==> src/rtl/uart_pkg.sv <==
// Shared types and constants for the oversampling UART receiver.
package uart_pkg;

    typedef enum logic [2:0] {
        S_IDLE,
        S_START,
        S_DATA,
        S_PARITY,
        S_STOP,
        S_BREAK
    } rx_state_t;

    localparam logic [1:0] PAR_EVEN   = 2'b00;
    localparam logic [1:0] PAR_ODD    = 2'b01;
    localparam logic [1:0] PAR_STICK0 = 2'b10;
    localparam logic [1:0] PAR_STICK1 = 2'b11;

    localparam int DATA_BITS_OFFSET = 5;
    localparam int BITS_PER_CHAR    = 10;

    // Character width from the 3-bit config field, saturated to the widest build.
    function automatic logic [3:0] eff_data_bits(input logic [2:0] cfg_bits, input int max_bits);
        int n;
        n = int'(cfg_bits) + DATA_BITS_OFFSET;
        if (n > max_bits) n = max_bits;
        return 4'(n);
    endfunction

    function automatic logic expected_parity(input logic [1:0] sel, input logic data_xor);
        logic p;
        case (sel)
            PAR_EVEN:   p = data_xor;
            PAR_ODD:    p = ~data_xor;
            PAR_STICK0: p = 1'b0;
            default:    p = 1'b1;
        endcase
        return p;
    endfunction

endpackage

==> src/rtl/uart_baud_tick.sv <==
// Baud divisor and oversample counter; restart aligns both to the start edge.
module uart_baud_tick #(
    parameter int OVERSAMPLE = 16,
    parameter int DIV_WIDTH  = 16
) (
    input  logic                          clk_i,
    input  logic                          rst_n_i,
    input  logic                          i_run,
    input  logic                          i_restart,
    input  logic [DIV_WIDTH-1:0]          i_div,
    output logic                          o_tick,
    output logic [$clog2(OVERSAMPLE)-1:0] o_samp
);

    localparam int SW = $clog2(OVERSAMPLE);
    localparam logic [SW-1:0] SAMP_LAST = SW'(OVERSAMPLE - 1);

    logic [DIV_WIDTH-1:0] r_div_cnt;
    logic [SW-1:0]        r_samp_cnt;
    logic [DIV_WIDTH-1:0] w_reload;

    // A divisor of 0 behaves like 1: reload to 0, tick every clock.
    assign w_reload = (i_div == '0) ? '0 : i_div - DIV_WIDTH'(1);
    assign o_tick   = i_run && !i_restart && (r_div_cnt == '0);
    assign o_samp   = r_samp_cnt;

    // NOTE: state registers use <= so every flop samples pre-edge values.
    always_ff @(posedge clk_i or negedge rst_n_i) begin
        if (!rst_n_i) begin
            r_div_cnt  <= '0;
            r_samp_cnt <= '0;
        end else if (!i_run || i_restart) begin
            r_div_cnt  <= '0;
            r_samp_cnt <= '0;
        end else if (r_div_cnt == '0) begin
            r_div_cnt  <= w_reload;
            r_samp_cnt <= (r_samp_cnt == SAMP_LAST) ? '0 : r_samp_cnt + SW'(1);
        end else begin
            r_div_cnt <= r_div_cnt - DIV_WIDTH'(1);
        end
    end

endmodule

==> src/rtl/uart_rx_os.sv <==
// Oversampling UART receiver: majority vote, 5..9 data bits, parity, break, overrun, timeout.
module uart_rx_os
    import uart_pkg::*;
#(
    parameter int OVERSAMPLE    = 16,
    parameter int DIV_WIDTH     = 16,
    parameter int MAX_DATA_BITS = 9,
    parameter int TIMEOUT_CHARS = 4
) (
    input  logic                     clk_i,
    input  logic                     rst_n_i,
    input  logic                     rx_i,
    input  logic                     cfg_en_i,
    input  logic [DIV_WIDTH-1:0]     cfg_div_i,
    input  logic [2:0]               cfg_bits_i,
    input  logic                     cfg_parity_en_i,
    input  logic [1:0]               cfg_parity_sel_i,
    output logic [MAX_DATA_BITS-1:0] rx_data_o,
    output logic                     rx_valid_o,
    input  logic                     rx_ready_i,
    output logic                     pe_o,
    output logic                     fe_o,
    output logic                     brk_o,
    output logic                     ovr_o,
    input  logic                     err_clr_i,
    output logic                     timeout_o,
    output logic                     busy_o
);

    localparam int SW       = $clog2(OVERSAMPLE);
    localparam int TO_TICKS = TIMEOUT_CHARS * BITS_PER_CHAR * OVERSAMPLE;
    localparam int TW       = $clog2(TO_TICKS);
    localparam logic [SW-1:0] SAMP_A  = SW'(OVERSAMPLE / 2 - 1);
    localparam logic [SW-1:0] SAMP_B  = SW'(OVERSAMPLE / 2);
    localparam logic [SW-1:0] SAMP_C  = SW'(OVERSAMPLE / 2 + 1);
    localparam logic [TW-1:0] TO_LAST = TW'(TO_TICKS - 1);

    logic r_sync1, r_sync2, r_rx_last;
    logic r_s_a, r_s_b;
    rx_state_t r_state, w_state_nxt;

    logic          w_tick;
    logic [SW-1:0] w_samp;
    logic w_fall, w_start, w_decide, w_vote;
    logic w_stop_done, w_break, w_complete, w_hs, w_accept, w_drop, w_last_bit, w_exp_par;

    logic [3:0]               r_nbits;
    logic                     r_par_en;
    logic [1:0]               r_par_sel;
    logic [MAX_DATA_BITS-1:0] r_shift;
    logic [3:0]               r_bit_cnt;
    logic                     r_pe_cur, r_par_bit;

    logic [MAX_DATA_BITS-1:0] r_data;
    logic r_valid, r_pe, r_fe, r_brk, r_ovr, r_timeout;
    logic          r_to_armed;
    logic [TW-1:0] r_to_cnt;

    uart_baud_tick #(
        .OVERSAMPLE(OVERSAMPLE),
        .DIV_WIDTH (DIV_WIDTH)
    ) u_tick (
        .clk_i    (clk_i),
        .rst_n_i  (rst_n_i),
        .i_run    (cfg_en_i),
        .i_restart(w_start),
        .i_div    (cfg_div_i),
        .o_tick   (w_tick),
        .o_samp   (w_samp)
    );

    assign w_fall      = r_rx_last & ~r_sync2;
    assign w_start     = cfg_en_i && (r_state == S_IDLE) && w_fall;
    assign w_decide    = w_tick && (w_samp == SAMP_C);
    assign w_vote      = (r_s_a & r_s_b) | (r_s_a & r_sync2) | (r_s_b & r_sync2);
    assign w_last_bit  = (r_bit_cnt == (r_nbits - 4'd1));
    assign w_exp_par   = expected_parity(r_par_sel, ^r_shift);
    assign w_stop_done = cfg_en_i && (r_state == S_STOP) && w_decide;
    assign w_break     = w_stop_done && !w_vote && (r_shift == '0) && (!r_par_en || !r_par_bit);
    assign w_complete  = w_stop_done && !w_break;
    assign w_hs        = r_valid && rx_ready_i;
    assign w_accept    = w_complete && (!r_valid || w_hs);
    assign w_drop      = w_complete && !w_accept;

    // Synchroniser flops idle high so reset release never looks like a start edge.
    always_ff @(posedge clk_i or negedge rst_n_i) begin
        if (!rst_n_i) begin
            r_sync1   <= 1'b1;
            r_sync2   <= 1'b1;
            r_rx_last <= 1'b1;
            r_s_a     <= 1'b1;
            r_s_b     <= 1'b1;
        end else begin
            r_sync1   <= rx_i;
            r_sync2   <= r_sync1;
            r_rx_last <= r_sync2;
            if (w_tick && (w_samp == SAMP_A)) r_s_a <= r_sync2;
            if (w_tick && (w_samp == SAMP_B)) r_s_b <= r_sync2;
        end
    end

    always_ff @(posedge clk_i or negedge rst_n_i) begin
        if (!rst_n_i) r_state <= S_IDLE;
        else          r_state <= w_state_nxt;
    end

    // NOTE: next state defaults to the current state so no path infers a latch.
    always_comb begin
        w_state_nxt = r_state;
        if (!cfg_en_i) begin
            w_state_nxt = S_IDLE;
        end else begin
            case (r_state)
                S_IDLE:   if (w_fall)   w_state_nxt = S_START;
                S_START:  if (w_decide) w_state_nxt = w_vote ? S_IDLE : S_DATA;
                S_DATA:   if (w_decide && w_last_bit) w_state_nxt = r_par_en ? S_PARITY : S_STOP;
                S_PARITY: if (w_decide) w_state_nxt = S_STOP;
                S_STOP:   if (w_decide) w_state_nxt = w_break ? S_BREAK : S_IDLE;
                S_BREAK:  if (r_sync2)  w_state_nxt = S_IDLE;
                default:  w_state_nxt = S_IDLE;
            endcase
        end
    end

    // Frame datapath: configuration is frozen at the start edge for the whole character.
    always_ff @(posedge clk_i or negedge rst_n_i) begin
        if (!rst_n_i) begin
            r_nbits   <= '0;
            r_par_en  <= 1'b0;
            r_par_sel <= '0;
            r_shift   <= '0;
            r_bit_cnt <= '0;
            r_pe_cur  <= 1'b0;
            r_par_bit <= 1'b0;
        end else if (w_start) begin
            r_nbits   <= eff_data_bits(cfg_bits_i, MAX_DATA_BITS);
            r_par_en  <= cfg_parity_en_i;
            r_par_sel <= cfg_parity_sel_i;
            r_shift   <= '0;
            r_bit_cnt <= '0;
            r_pe_cur  <= 1'b0;
            r_par_bit <= 1'b0;
        end else if (w_decide && cfg_en_i) begin
            case (r_state)
                S_DATA: begin
                    r_shift[r_bit_cnt] <= w_vote;
                    r_bit_cnt          <= r_bit_cnt + 4'd1;
                end
                S_PARITY: begin
                    r_par_bit <= w_vote;
                    r_pe_cur  <= (w_vote != w_exp_par);
                end
                default: ;
            endcase
        end
    end

    // Delivery register and sticky flags; a new set wins over a same-cycle clear.
    always_ff @(posedge clk_i or negedge rst_n_i) begin
        if (!rst_n_i) begin
            r_data  <= '0;
            r_valid <= 1'b0;
            r_pe    <= 1'b0;
            r_fe    <= 1'b0;
            r_brk   <= 1'b0;
            r_ovr   <= 1'b0;
        end else begin
            if (w_accept) begin
                r_data  <= r_shift;
                r_pe    <= r_pe_cur;
                r_fe    <= ~w_vote;
                r_valid <= 1'b1;
            end else if (w_hs) begin
                r_valid <= 1'b0;
            end
            r_brk <= w_break | (r_brk & ~err_clr_i);
            r_ovr <= w_drop  | (r_ovr & ~err_clr_i);
        end
    end

    // Character timeout counts ticks spent idle after a completed character.
    always_ff @(posedge clk_i or negedge rst_n_i) begin
        if (!rst_n_i) begin
            r_timeout  <= 1'b0;
            r_to_armed <= 1'b0;
            r_to_cnt   <= '0;
        end else begin
            r_timeout <= 1'b0;
            if (!cfg_en_i) begin
                r_to_armed <= 1'b0;
                r_to_cnt   <= '0;
            end else if (w_start) begin
                r_to_cnt <= '0;
            end else if (w_complete) begin
                r_to_armed <= 1'b1;
                r_to_cnt   <= '0;
            end else if (r_to_armed && (r_state == S_IDLE) && w_tick) begin
                if (r_to_cnt == TO_LAST) begin
                    r_timeout  <= 1'b1;
                    r_to_armed <= 1'b0;
                    r_to_cnt   <= '0;
                end else begin
                    r_to_cnt <= r_to_cnt + TW'(1);
                end
            end
        end
    end

    assign rx_data_o  = r_data;
    assign rx_valid_o = r_valid;
    assign pe_o       = r_pe;
    assign fe_o       = r_fe;
    assign brk_o      = r_brk;
    assign ovr_o      = r_ovr;
    assign timeout_o  = r_timeout;
    assign busy_o     = (r_state != S_IDLE);

endmodule
==> config.mk <==
export PLATFORM = sky130hd
export DESIGN_NAME = uart_rx_os
export DESIGN_NICKNAME = d
export VERILOG_FILES = /design/src/rtl/uart_pkg.sv /design/src/rtl/uart_baud_tick.sv /design/src/rtl/uart_rx_os.sv
export SDC_FILE = /design/constraint.sdc
export NUM_CORES = 1
export LEC_CHECK = 0
export ABC_AREA = 1
export BUFFER_PORTS_ARGS = -buffer_cell sky130_fd_sc_hd__buf_2
export CORE_ASPECT_RATIO = 0.8
export CORE_UTILIZATION = 45
export DETAILED_ROUTE_END_ITERATION = 16
export PLACE_DENSITY = 0.66
export SYNTH_ARGS = -nofsm -noshare
export SYNTH_HDL_FRONTEND = slang
export SYNTH_SLANG_ARGS = --single-unit
==> constraint.sdc <==
create_clock -name clk_i -period 1.8 [get_ports clk_i]
set_clock_uncertainty 0.2 [all_clocks]
set_input_delay 0.36 -clock clk_i [delete_from_list [all_inputs] [get_ports clk_i]]
set_output_delay 0.36 -clock clk_i [all_outputs]
set_load 0.1 [all_outputs]
==> impl.org, run 1 <==
** Run status
- Status :: finished with violations
- Violated checks :: negative setup slack

** Clock network
- Clock buffers created by TritonCTS :: 9
- The root buffer cell chosen for the clock tree is sky130_fd_sc_hd__clkbuf_16.
- Clock tree from TritonCTS :: done
- Insertion delay to the later sink of the worst-skew pair :: around 0.34 ns
- Clock-pin slew was measured on the worst setup and hold paths at 0.06 ns.
- The clock passes through at most 2 buffers.
- Counting every sink on the clock net gives 76.
- The clock tree synthesis step divided the H-tree into 3 levels.

** STA
- Setup violations remaining at the end of the flow were counted as 66.
- For the pin with the worst max-slew slack, the measured transition is 0.487 ns.
- Relative max-transition margin :: 0.678
- Setup ws final :: -0.234 ns
- The number of endpoints with negative hold slack in the final report came to 0.
- The final-report max-slew violation count was 0.
- Final min period :: between 2 and 2.5 ns
- Tcrit/Tclk final :: 1.13
- Final hold analysis gives a worst-case slack of 0.0109 ns.
- Setup repair after global routing could not meet its margin everywhere.
- For this run, the top clock speed supported by timing is between 400 and 500 MHz.

** Run
- The tool flagged a number of max-cap violations equal to 0.

** Route
- Total wire length after detailed routing :: between 10 and 15 mm
- The detail route stage leaves a number of antenna-violating nets equal to 0.
- After detailed routing, the number of vias per cell comes to slightly above 5.
- After detailed routing, the average wire length per cell comes to 14.3 um.
- Initial drt markers :: 272
- Total via count after detailed routing :: roughly 4,600
- Before antenna repair, the detailed router went through 5 iterations.
- DRC viols :: 0

** Logic synthesis
- Area share of the largest cell type after synthesis :: 0.383
- Warning count from the yosys run :: 0
- Top_reg_cell synth :: sky130_fd_sc_hd__dfrtp_1
- Synthesis instantiated 42 different standard cells from the library.
- Cell count after synthesis :: 579
- For this run, the register share of the synthesized area comes to 0.411.
- Number of enable flip-flop cells after synthesis :: 0
- Cell Area, Synth :: 4640 um2
- In this run the mean area of a mapped cell was 8.01 um2.
- Async set or reset register ratio after synthesis :: 1.00
- Cell types with the largest area share after synthesis :: sky130_fd_sc_hd__dfrtp_1 38%, sky130_fd_sc_hd__nand2_1 8.9%, sky130_fd_sc_hd__inv_1 6.1%
- By instance count, the leading cell after synthesis is sky130_fd_sc_hd__nand2_1.
- The synthesized design spends more area on one cell type than any other, namely sky130_fd_sc_hd__dfrtp_1.
- When the netlist entered floorplanning its net count stood at around 630.
- Flip-flop and latch count after synthesis :: 76
- Ranked by instance count, the synthesized netlist is headed by 110 x sky130_fd_sc_hd__nand2_1, 76 x sky130_fd_sc_hd__inv_1, 71 x sky130_fd_sc_hd__dfrtp_1.

** Setup path
- Endpoint class of the critical path :: flip-flop
- Arr. time, crit path :: about 2.1 ns
- Internal reg-to-reg setup slack :: -0.23 ns
- The startpoint identified for the worst register-to-register timing path is u_tick.r_div_cnt[1]$_DFF_PN0_.
- Among all stages on the critical path, the largest delay is contributed by sky130_fd_sc_hd__dfrtp_1.
- Terminus of the critical flop-to-flop path :: r_to_cnt[9]$_DFFE_PN0P_
- Among the stages of the critical path, the cell type that occurs most often is sky130_fd_sc_hd__nand3_4.
- The worst setup path is of the reg -> reg kind.
- Maximum fanout along the worst path :: 6
- Startpoint type of the worst setup path :: flip-flop
- For the worst setup path, the data required time is ~1.8 ns.
- The number of cells on the worst reg-to-reg path is 12.
- Delay contributed by the slowest stage of the critical path :: 0.39 ns
- Cell chain of the critical path :: inv_2 -> ha_4 -> nand3_4 -> nor2_4 -> nand2_4 -> nor2_8 -> buf_6 -> nand3_4 -> nand3_4 -> nand3_2 -> nand2_1 -> nor2_1

** Hold path
- HP Class :: in -> reg
- Counting instances, the worst hold path has a depth of 2.
- Hold endpoint :: brk_o$_DFF_PN0_
- Beginning of the worst hold path :: err_clr_i

** Global route
- First-pass GRT wire length :: 20.8 mm
- Overall fraction of global-route tracks in use :: 0.249
- The initial antenna violation count is 0.
- Pin count of the biggest net entering global routing :: 77
- The number of global-route vias before repair was 4,501.
- After global routing the overflow that remains totals 0.

** Place
- Routability cong. :: between 0.8 and 0.9
- Port buffering added 43 buffers.
- In this run the cell area measured after placement is 6030 um2.
- The HPWL after detailed placement is a little under 9 mm.

** Cells and area
- The area growth from synthesis to layout is 51.2%.
- Post-layout net count :: 815
- The filler cells instantiated in the layout total 721.
- 0 antenna diodes ended up in the layout.
- The finished cells cover 7010 um2.
- In the final layout, the share of cells above drive strength 1 is 0.451.

** Floorplan
- For this configuration, the core starts out at a cell density of 0.473.
- Chip width :: 116 um
- The floorplan step set the die height to 92.8 um.
- The initialized floorplan defines 32 standard-cell rows.
- Placeable core area :: 9810 um2
- Boundary Pins :: 44
- The die covers 10,700 um2.

** Power and ir drop
- Across the VDD grid, the largest voltage drop is 0.989 mV.
- Overall power consumption after layout is estimated at 9.28 mW.
- For this design the ratio of total power to cell area is roughly 1300 nW/um2.
- Summed over all cells, the static leakage comes to roughly 3.5 nW.
[logic make-up (layout without fill, tap and decap cells)]
| group | after synthesis | count (layout) | synth area share |
|---|---|---|---|
| flops | 76 | 76 | 0.411 |
| simple gates | 275 | 276 | 0.287 |
| compound gates | 91 | 91 | 0.118 |
| fa+ha+maj | 19 | 19 | 0.0512 |
| xor+xnor | 30 | 30 | 0.0566 |
| buf+inv | 88 | 281 | 0.0761 |
[worst max-delay path by stage]
stage                             startpoint  slack, ns  cells past startpoint                        to
6_report       u_tick.r_div_cnt[1]$_DFF_PN0_      -0.23                     12   r_to_cnt[9]$_DFFE_PN0P_
5_1_grt        u_tick.r_div_cnt[1]$_DFF_PN0_      -0.34                     12   r_to_cnt[9]$_DFFE_PN0P_
4_1_cts        u_tick.r_div_cnt[1]$_DFF_PN0_      -0.16                     13    r_state[1]$_DFFE_PN0P_
3_5_place_dp   u_tick.r_div_cnt[1]$_DFF_PN0_      -0.24                     11  r_bit_cnt[2]$_DFFE_PN0P_
3_3_place_gp             r_rx_last$_DFF_PN1_      -0.20                      9     r_par_bit$_DFFE_PN0P_
2_1_floorplan         r_state[0]$_DFFE_PN0P_      -0.11                     10  rx_data_o[8]$_DFFE_PN0P_
[power by group]
group / leakage, nW / switching (mW) / internal [mW]
Combinational: 2.31 / 2.73 / 2.42
Sequential: 1.01 / 0.263 / 2.03
Clock: 0.139 / 0.723 / 1.11
Total: 3.46 / 3.72 / 5.56
[placed cells by master (no fill, tap or decap), drive strengths merged, types with 3 or more instances in the layout]
master,Yosys,layout
a31oi,3,3
nand2,121,121
buf,6,179
nor3,6,6
a21oi,16,16
nor2,74,74
o21ai,52,52
o22ai,14,14
inv,82,83
nand4,21,21
nand3,45,46
ha,19,19
dfstp,5,5
xor2,18,18
clkbuf,0,13
dfrtp,71,71
nand3b,3,3
xnor2,12,12
[registers in the layout (all words and copies together), names as in the netlist, 2 cells and up]
register and flops:
u_tick.o_samp 4, u_tick.r_div_cnt 16, rx_data_o 9, r_state 3, r_par_sel 2, r_bit_cnt 4, r_shift 9, r_to_cnt 10
r_nbits 4
[routing by layer]
metal | vias up | wire length [um] | global-route usage
met5 | - | 0 | 0
li1 | 2284 | - | -
met4 | 0 | 240 | 0.0747
met3 | 24 | 571 | 0.0497
met1 | 2188 | 6090 | 0.340
met2 | 140 | 6100 | 0.397
[critical path, delay by kind of cell, from the launching register on]
kind,cells,cell delay [ns]
adder cells (fa/ha/maj),1,0.17
buffers and inverters,2,0.21
flip-flops,1,0.39
AND/OR/NAND/NOR,9,0.95
[per-stage QoR]
stage                     TNS (ns)  setup slack (ns)   util  cells
after global placement       -6.85            -0.195  0.615    871
after global routing        -16.71            -0.342  0.715    909
final                       -10.57            -0.234  0.715    909
after floorplan              -2.85            -0.113      -    579
after CTS                    -5.95            -0.164  0.689    904
after detailed placement     -9.31            -0.240  0.615    871
[final cells by class]
type / count / area (um2) / area share
Timing Repair Buffer: 182 / 1420 / 0.202
Clock inverter: 4 / 50.0 / 0.00714
Timing Repair inverter: 1 / 6.26 / 0.000892
Inverter: 82 / 318 / 0.0453
Multi-Input combinational cell: 416 / 2890 / 0.412
Tap cell: 136 / 170 / 0.0243
Sequential cell: 76 / 1910 / 0.272
Clock buffer: 12 / 246 / 0.0351
[timing repair]
action	CTS	global route
pin swaps	17	32
cloned	2	1
hold buffers	2	0
resized for setup	92	57
buffers inserted	13	12
endpoints found under the setup margin	68	72
endpoints found under the hold margin	72	0
Power figures use the tool's default switching activity.
==> run 2: changes to the inputs <==
MAX_ROUTING_LAYER = met4   (was unset)
PLACE_DENSITY = unset   (was 0.66)
PLACE_DENSITY_LB_ADDON = 0.08   (was unset)
==> impl.org, run 2 (synthesized netlist as in run 1, its figures left out) <==
** Power and ir drop
- Switching Power :: 3.77 mW
- Max VDD drop :: 1.32 mV
- Of the total power, the clock network draws 0.198.
- Leakage power of the design :: 3.58 nW
- Internal Dissipation :: 5.66 mW
- Portion of total power attributed to sequential cells :: 0.243
- Of the total power, the share spent switching nets is 0.400.
- Of the total power, combinational logic draws 0.559.
- Power per standard cell area :: about 1300 nW/um2

** STA
- Setup violations remaining at the end of the flow were counted as 64.
- For this run, the top clock speed supported by timing is 481 MHz.
- The number of endpoints with negative hold slack in the final report is 0.
- For the pin with the worst max-slew slack, the measured transition is 0.494 ns.
- Relative max-transition margin :: 0.669
- Tcrit/Tclk final :: 1.15
- Counting I/O delays and the setup requirement, the final critical path takes 2.08 ns.
- The final-report max-slew violation count was 0.
- Unrepaired setup endpoints after global routing :: true
- Smallest hold slack :: 0.0111 ns
- Setup ws final :: -0.277 ns

** Place
- Number of buffers inserted by port buffering :: 43
- Including well taps, the total number of placed cells is a little under 900.
- Routability-driven placement finished with a final weighted congestion of 0.908.
- After legalization and detailed placement, the total HPWL measured slightly above 9 mm.

** Clock network
- The clock passes through at most 2 buffers.
- Clock tree root driver cell :: sky130_fd_sc_hd__clkbuf_16
- Clock slew seen by the registers of the worst setup and hold paths :: 0.07 ns
- Insertion delay to the later sink of the worst-skew pair :: 0.34 ns
- Clock buffers created by TritonCTS :: 9
- In this run the number of H-tree levels came out at 3.
- The clock net in this run drives a total of 76 sinks.
- Clock tree from TritonCTS :: done

** Global route
- Via count of the first global-routing pass :: 4,471
- Entering global routing, the biggest net connects 33 pins.
- Total congestion overflow after global routing :: 0
- The initial antenna violation count came to 0.
- The first global-routing pass estimated ~21 mm of wire.
- Overall fraction of global-route tracks in use :: 0.262

** Setup path
- Required time worst endpoint :: roughly 1.8 ns
- Internal reg-to-reg setup slack :: -0.28 ns
- The worst register-to-register path begins at u_tick.r_div_cnt[13]$_DFF_PN0_.
- STA classifies the critical path startpoint as a flip-flop.
- Along the worst path, the maximum fanout reaches 6.
- Worst r2r path cells :: 11
- Delay contributed by the slowest stage of the critical path :: 0.37 ns
- The worst setup path is of the reg -> reg kind.
- In this run the critical register-to-register path is captured at r_to_cnt[5]$_DFFE_PN0P_.
- STA classifies the critical path endpoint as a flip-flop.
- Most frequent cell on the critical path :: sky130_fd_sc_hd__nand2_1
- Tracing the worst setup path back leads to its startpoint at u_tick.r_div_cnt[13]$_DFF_PN0_.
- The slowest stage of the critical path is the sky130_fd_sc_hd__dfrtp_1 cell.
- The signal on the critical path passes through nor2_1 -> nand2_1 -> nor2_4 -> nand2_4 -> nor2_8 -> buf_12 -> nand4_4 -> nand3_4 -> clkinvlp_4 -> nand2_1 -> nand2_1.
- Arr. time, crit path :: ~2.1 ns

** Floorplan
- Chip width :: 116 um
- In this run the standard cell core region covers slightly below 10,000 um2.
- Num rows :: 32
- In this run the vertical extent of the chip is 92.8 um.
- 44 I/O pins were placed.
- The initial utilization of the core area, before any placement, comes to 0.473.
- The die covers 10,700 um2.

** Hold path
- The worst hold path begins at err_clr_i.
- The path with the worst hold slack has its endpoint at brk_o$_DFF_PN0_.
- HP Class :: in -> reg
- Number of cells traversed by the worst hold path :: 2

** Cells and area
- Leaving out fill and tap cells, the most frequent cell in the layout is sky130_fd_sc_hd__buf_4.
- In the final layout, the registers with the most flip-flops are u_tick.r_div_cnt: 16 flops, r_to_cnt: 10 flops.
- For this run, the share of the core covered by cells in the final layout is 0.737.
- More flip-flops sit in one register than any other, and that register is u_tick.r_div_cnt.
- Number of inserted diodes :: 0
- The final layout contains 836 nets.
- Fraction of layout instances using a drive strength above 1 :: 0.469
- The register with the most flip-flops in the layout has 16 of them.
- The top cell types in the final layout, fill and taps aside, are 131 x sky130_fd_sc_hd__buf_4, 83 x sky130_fd_sc_hd__nand2_1, 70 x sky130_fd_sc_hd__dfrtp_1.
- From synthesis to final layout, the design area changed by 55.8%.
- Non-Filler Instances :: between 900 and 1,000

** Run status
- Violated checks :: negative setup slack
- The flow ran to the end, but the final reports show violations.

** Route
- After detailed routing, the number of remaining DRC violations is 0.
- Remaining antenna violation count :: 0
- Summed over all layers, the routed wires come to 13.2 mm.
- Mean routed wirelength per cell :: 14.2 um
- DR pass1 iterations :: 4
- Initial drt markers :: around 260
- Total via count after detailed routing :: ~4,600
- Routed vias/inst :: 4.94

** Run
- Max-cap viol count :: 0
==> run 2: changes by cell type in the layout (fill, tap and decap cells not counted), sizes merged <==
cell	previous run	this run
clkinvlp	2	1
buf	179	200
clkinv	1	4
clkbuf	13	11
==> run 2: timing repair <==
action,in CTS,in global routing
hold endpoints to repair,72,0
hold buffers,2,0
gates resized for setup,53,97
endpoints found under the setup margin,62,70
gates cloned,3,2
pin swaps,27,35
setup buffers,20,12
==> run 2: metrics by stage <==
step	TNS [ns]	setup WS (ns)	power, mW	instance area (um2)
global route	-17.11	-0.379	10.0	7230
finish	-10.15	-0.277	9.43	7230
global placement	-6.30	-0.201	6.17	6060
floorplan	-2.85	-0.113	4.59	4740
CTS	-7.14	-0.213	8.59	6780
detailed placement	-9.22	-0.259	6.25	6060
==> run 2: how the worst max path moves through the flow <==
stage                                           to  slack [ns]  cells after the start
floorplan                 rx_data_o[8]$_DFFE_PN0P_       -0.11                     10
global placement    u_tick.r_div_cnt[13]$_DFF_PN0_       -0.20                     11
CTS                        r_to_cnt[5]$_DFFE_PN0P_       -0.21                     12
finish                     r_to_cnt[5]$_DFFE_PN0P_       -0.28                     11
global route               r_to_cnt[5]$_DFFE_PN0P_       -0.38                     11
detailed placement                fe_o$_DFFE_PN0P_       -0.26                     12
==> run 2: routing by layer <==
layer  up-vias  part of all wire  GRT usage
met2        96              0.46      0.382
met4         0            0.0068     0.0660
met3        10             0.034     0.0491
met1      2157              0.50      0.372
li1       2329                 -          -
met5         -                 0          -
==> run 2: layout make-up <==
| class | count | area, um2 |
|---|---|---|
| clock buffers | 10 | 239 |
| fillers | 711 | 2580 |
| multi-input cells | 416 | 2900 |
| inverters | 82 | 320 |
| repair buffers | 203 | 1610 |
| clock inverters | 6 | 70.1 |
| flip-flops and latches | 76 | 1910 |
| repair inverters | 1 | 7.51 |
| well taps | 136 | 170 |
==> run 2: power groups by stage <==
| stage | sequential [mW] | combinational [mW] | clock (mW) |
|---|---|---|---|
| after floorplan | 2.29 | 2.29 | 0 |
| after global placement | 2.28 | 3.89 | 0 |
| after detailed placement | 2.29 | 3.95 | 0 |
| after CTS | 2.27 | 4.43 | 1.89 |
| after global routing | 2.34 | 5.70 | 1.97 |
| final | 2.29 | 5.27 | 1.87 |
==> run 2: critical path, delay by kind of cell, from the launching register on <==
| kind | cells | cell delay (ns) |
|---|---|---|
| buf+inv | 2 | 0.27 |
| flops | 1 | 0.37 |
| simple gates | 9 | 1.12 |
==> run 3: changes to the inputs <==
TNS_END_PERCENT = 20   (was unset)
==> impl.org, run 3 (synthesized netlist as in run 1, its figures left out) <==
** Clock network
- Clock tree root driver cell :: sky130_fd_sc_hd__clkbuf_16
- After clock tree synthesis, the clock-pin slew on the worst setup and hold paths is roughly 0.060 ns.
- TritonCTS built the clock tree.
- Clock tree synthesis inserted a total of 9 buffers.
- The clock net in this run drives a total of 76 sinks.
- CTS max path bufs :: 2
- The H-tree was split into 3 levels.
- Insertion delay to the later sink of the worst-skew pair :: around 0.34 ns

** STA
- Final hold vios :: 0
- Maximum achievable frequency :: 495 MHz
- At the pin with the least slew margin, the transition time is approximately 0.49 ns.
- Total count of max-transition violations in the final report :: 0
- Total negative slack for setup checks :: -7.81 ns
- Relative max-transition margin :: 0.678
- Across all setup checks in the final design, the least slack found is -0.221 ns.
- Final min period :: ~2.0 ns
- Setup repair after global routing could not meet its margin everywhere.
- Final setup violation count :: 56
- Tcrit/Tclk final :: 1.12

** Setup path
- Timing endpoint of the critical path :: rx_data_o[4]$_DFFE_PN0P_
- Endpoint class of the critical path :: flip-flop
- Crit Reg-Reg Startpoint :: u_tick.r_div_cnt[0]$_DFF_PN0_
- The most critical setup path has its startpoint at u_tick.r_div_cnt[0]$_DFF_PN0_.
- Of all nets on the critical path, the largest fanout is 5.
- The worst setup path is of the reg -> reg kind.
- Required time worst endpoint :: 1.83 ns
- The setup check on the worst reg-to-reg path leaves a slack of -0.22 ns.
- Startpoint type of the worst setup path :: flip-flop
- Counting cells, the worst reg-to-reg path comes to 12.
- For the worst setup path, the data arrival time is 2.05 ns.
- Terminus of the critical flop-to-flop path :: rx_data_o[4]$_DFFE_PN0P_

** Route
- Mean routed wirelength per cell :: 13.7 um
- For this block, the routed nets add up to 12.3 mm of wire.
- In this run, the number of DRC markers left after iteration 0 of detailed routing was approximately 230.
- Remaining antenna violation count :: 0
- Routed vias/inst :: 4.99
- Total via count after detailed routing :: 4,485
- DR pass1 iterations :: 5
- For this run, design rule violations remaining after detail routing come to 0.

** Cells and area
- Registers with the highest flip-flop counts :: u_tick.r_div_cnt: 16 flops, r_to_cnt: 10 flops
- Ranked by flip-flop count, first place goes to u_tick.r_div_cnt.
- The repair_antennas step left the layout with diodes totalling 0.
- Max FFs per register :: 16
- The area growth from synthesis to layout is 44.0%.
- Leading cell type in the layout, fill and taps excluded :: sky130_fd_sc_hd__buf_4
- After the flow finishes, the layout carries non-filler instances totaling between 800 and 900.
- In the final design database the tool counted 805 nets.
- Of the cells placed in the final design, the portion with a size suffix greater than 1 is 0.389.
- Leading cell types in the layout, fill and taps excluded :: 117 x sky130_fd_sc_hd__buf_4, 95 x sky130_fd_sc_hd__nand2_1, 70 x sky130_fd_sc_hd__dfrtp_1

** Global route
- For this run, the total global-route usage over all layers was measured as 0.252.
- The first global-routing pass estimated 20.3 mm of wire.
- Via count of the first global-routing pass :: 4,295
- The initial antenna violation count is 0.
- Entering global routing, the biggest net connects 34 pins.
- Global routing finished with a remaining overflow of 0.

** Place
- Routability cong. :: 0.921
- Detailed placement ended at an HPWL of 9.00 mm.
- Post-placement setup slack :: -0.238 ns
- Number of buffers inserted by port buffering :: 43
- In this run, placement finished with an instance count of 863.

** Floorplan
- For this design the top-level I/O count stands at 44.
- Chip width :: 116 um
- The die covers 10,700 um2.
- The die is between 90 and 100 um tall.
- Starting density of the core :: 0.473
- After floorplanning, the core was divided into 32 placement rows.
- Placeable core area :: around 9800 um2

** Run
- Max-cap violations in this run came to 0.

** Hold path
- Counting instances, the worst hold path has a depth of 3.
- In this run the worst hold path is classified as in -> reg.

** Power and ir drop
- Power per standard cell area :: 1260 nW/um2
- The completed layout was analyzed and its total power is 8.41 mW.
- VDD sags by at most 0.780 mV.
- Summed over all cells, the static leakage comes to about 3.3 nW.

** Run status
- The flow ran to the end, but the final reports show violations.
- Violated checks :: negative setup slack
-- run 3: cell types whose count changed in the layout (fill, tap and decap cells not counted), moves of 6 or more --
cell,before,now
sky130_fd_sc_hd__buf_6,22,3
sky130_fd_sc_hd__buf_4,131,117
sky130_fd_sc_hd__nand2_1,83,95
sky130_fd_sc_hd__o21ai_0,13,25
sky130_fd_sc_hd__nand2_2,33,22
sky130_fd_sc_hd__o22ai_1,2,13
sky130_fd_sc_hd__o22ai_2,12,1
sky130_fd_sc_hd__o21ai_1,19,12
sky130_fd_sc_hd__nand3_1,30,36
-- run 3: stage by stage --
step / hold slack (ns) / area (um2) / utilization
finish: 0.0274 / 6680 / 0.681
global route: 0.0416 / 6680 / 0.681
CTS: 0.00945 / 6420 / 0.655
detailed placement: 0.0941 / 5940 / 0.606
global placement: 0.0951 / 5940 / 0.606
floorplan: -0.136 / 4700 / -
-- run 3: power breakdown --
group | internal (mW) | total [mW] | switching, mW
clock network | 1.11 | 1.82 | 0.706
logic | 1.94 | 4.30 | 2.36
registers | 2.03 | 2.29 | 0.260
total | 5.09 | 8.41 | 3.32
-- run 3: area by class of cell --
| class | instances | area [um2] |
|---|---|---|
| Clock buffer | 11 | 243 |
| Inverter | 82 | 320 |
| Tap cell | 136 | 170 |
| Timing Repair inverter | 1 | 6.26 |
| Multi-Input combinational cell | 416 | 2650 |
| Timing Repair Buffer | 172 | 1320 |
| Fill cell | 800 | 3130 |
| Clock inverter | 5 | 61.3 |
| Sequential cell | 76 | 1910 |
-- run 3: worst min path at each step --
stage,slack (ns),end,start
2_1_floorplan,-0.14,brk_o$_DFF_PN0_,rst_n_i
3_3_place_gp,0.1,r_to_cnt[3]$_DFFE_PN0P_,rst_n_i
3_5_place_dp,0.09,r_to_cnt[3]$_DFFE_PN0P_,rst_n_i
4_1_cts,0.009,brk_o$_DFF_PN0_,err_clr_i
5_1_grt,0.04,r_par_sel[0]$_DFFE_PN0P_,cfg_parity_sel_i[0]
6_report,0.03,r_par_sel[0]$_DFFE_PN0P_,cfg_parity_sel_i[0]
-- run 3: critical path, stage by stage, from the launching register on --
cell and delay (ns):
sky130_fd_sc_hd__dfrtp_1 0.39, sky130_fd_sc_hd__inv_2 0.09, sky130_fd_sc_hd__ha_4 0.16, sky130_fd_sc_hd__nand3_4 0.08, sky130_fd_sc_hd__nor2_4 0.12, sky130_fd_sc_hd__nand2_4 0.08
sky130_fd_sc_hd__nor2_8 0.16, sky130_fd_sc_hd__nand2_4 0.10, sky130_fd_sc_hd__inv_4 0.09, sky130_fd_sc_hd__nand4_4 0.13, sky130_fd_sc_hd__clkbuf_16 0.20, sky130_fd_sc_hd__nand2_2 0.06
sky130_fd_sc_hd__o21ai_2 0.04
-- run 3: repair_timing --
| action | in CTS | in global routing |
|---|---|---|
| buffers inserted | 5 | 9 |
| cloned | 2 | 2 |
| gates resized for setup | 35 | 38 |
| hold buffers | 2 | 1 |
| setup endpoints to repair | 64 | 72 |
| endpoints found under the hold margin | 25 | 1 |
| pin swaps | 13 | 17 |
-- run 3: per-layer routing --
metal,vias up,wire [um],GRT usage
met5,-,0,-
met4,0,113,0.0584
met3,14,566,0.0452
met2,109,5400,0.366
met1,2088,6220,0.364
li1,2274,-,-
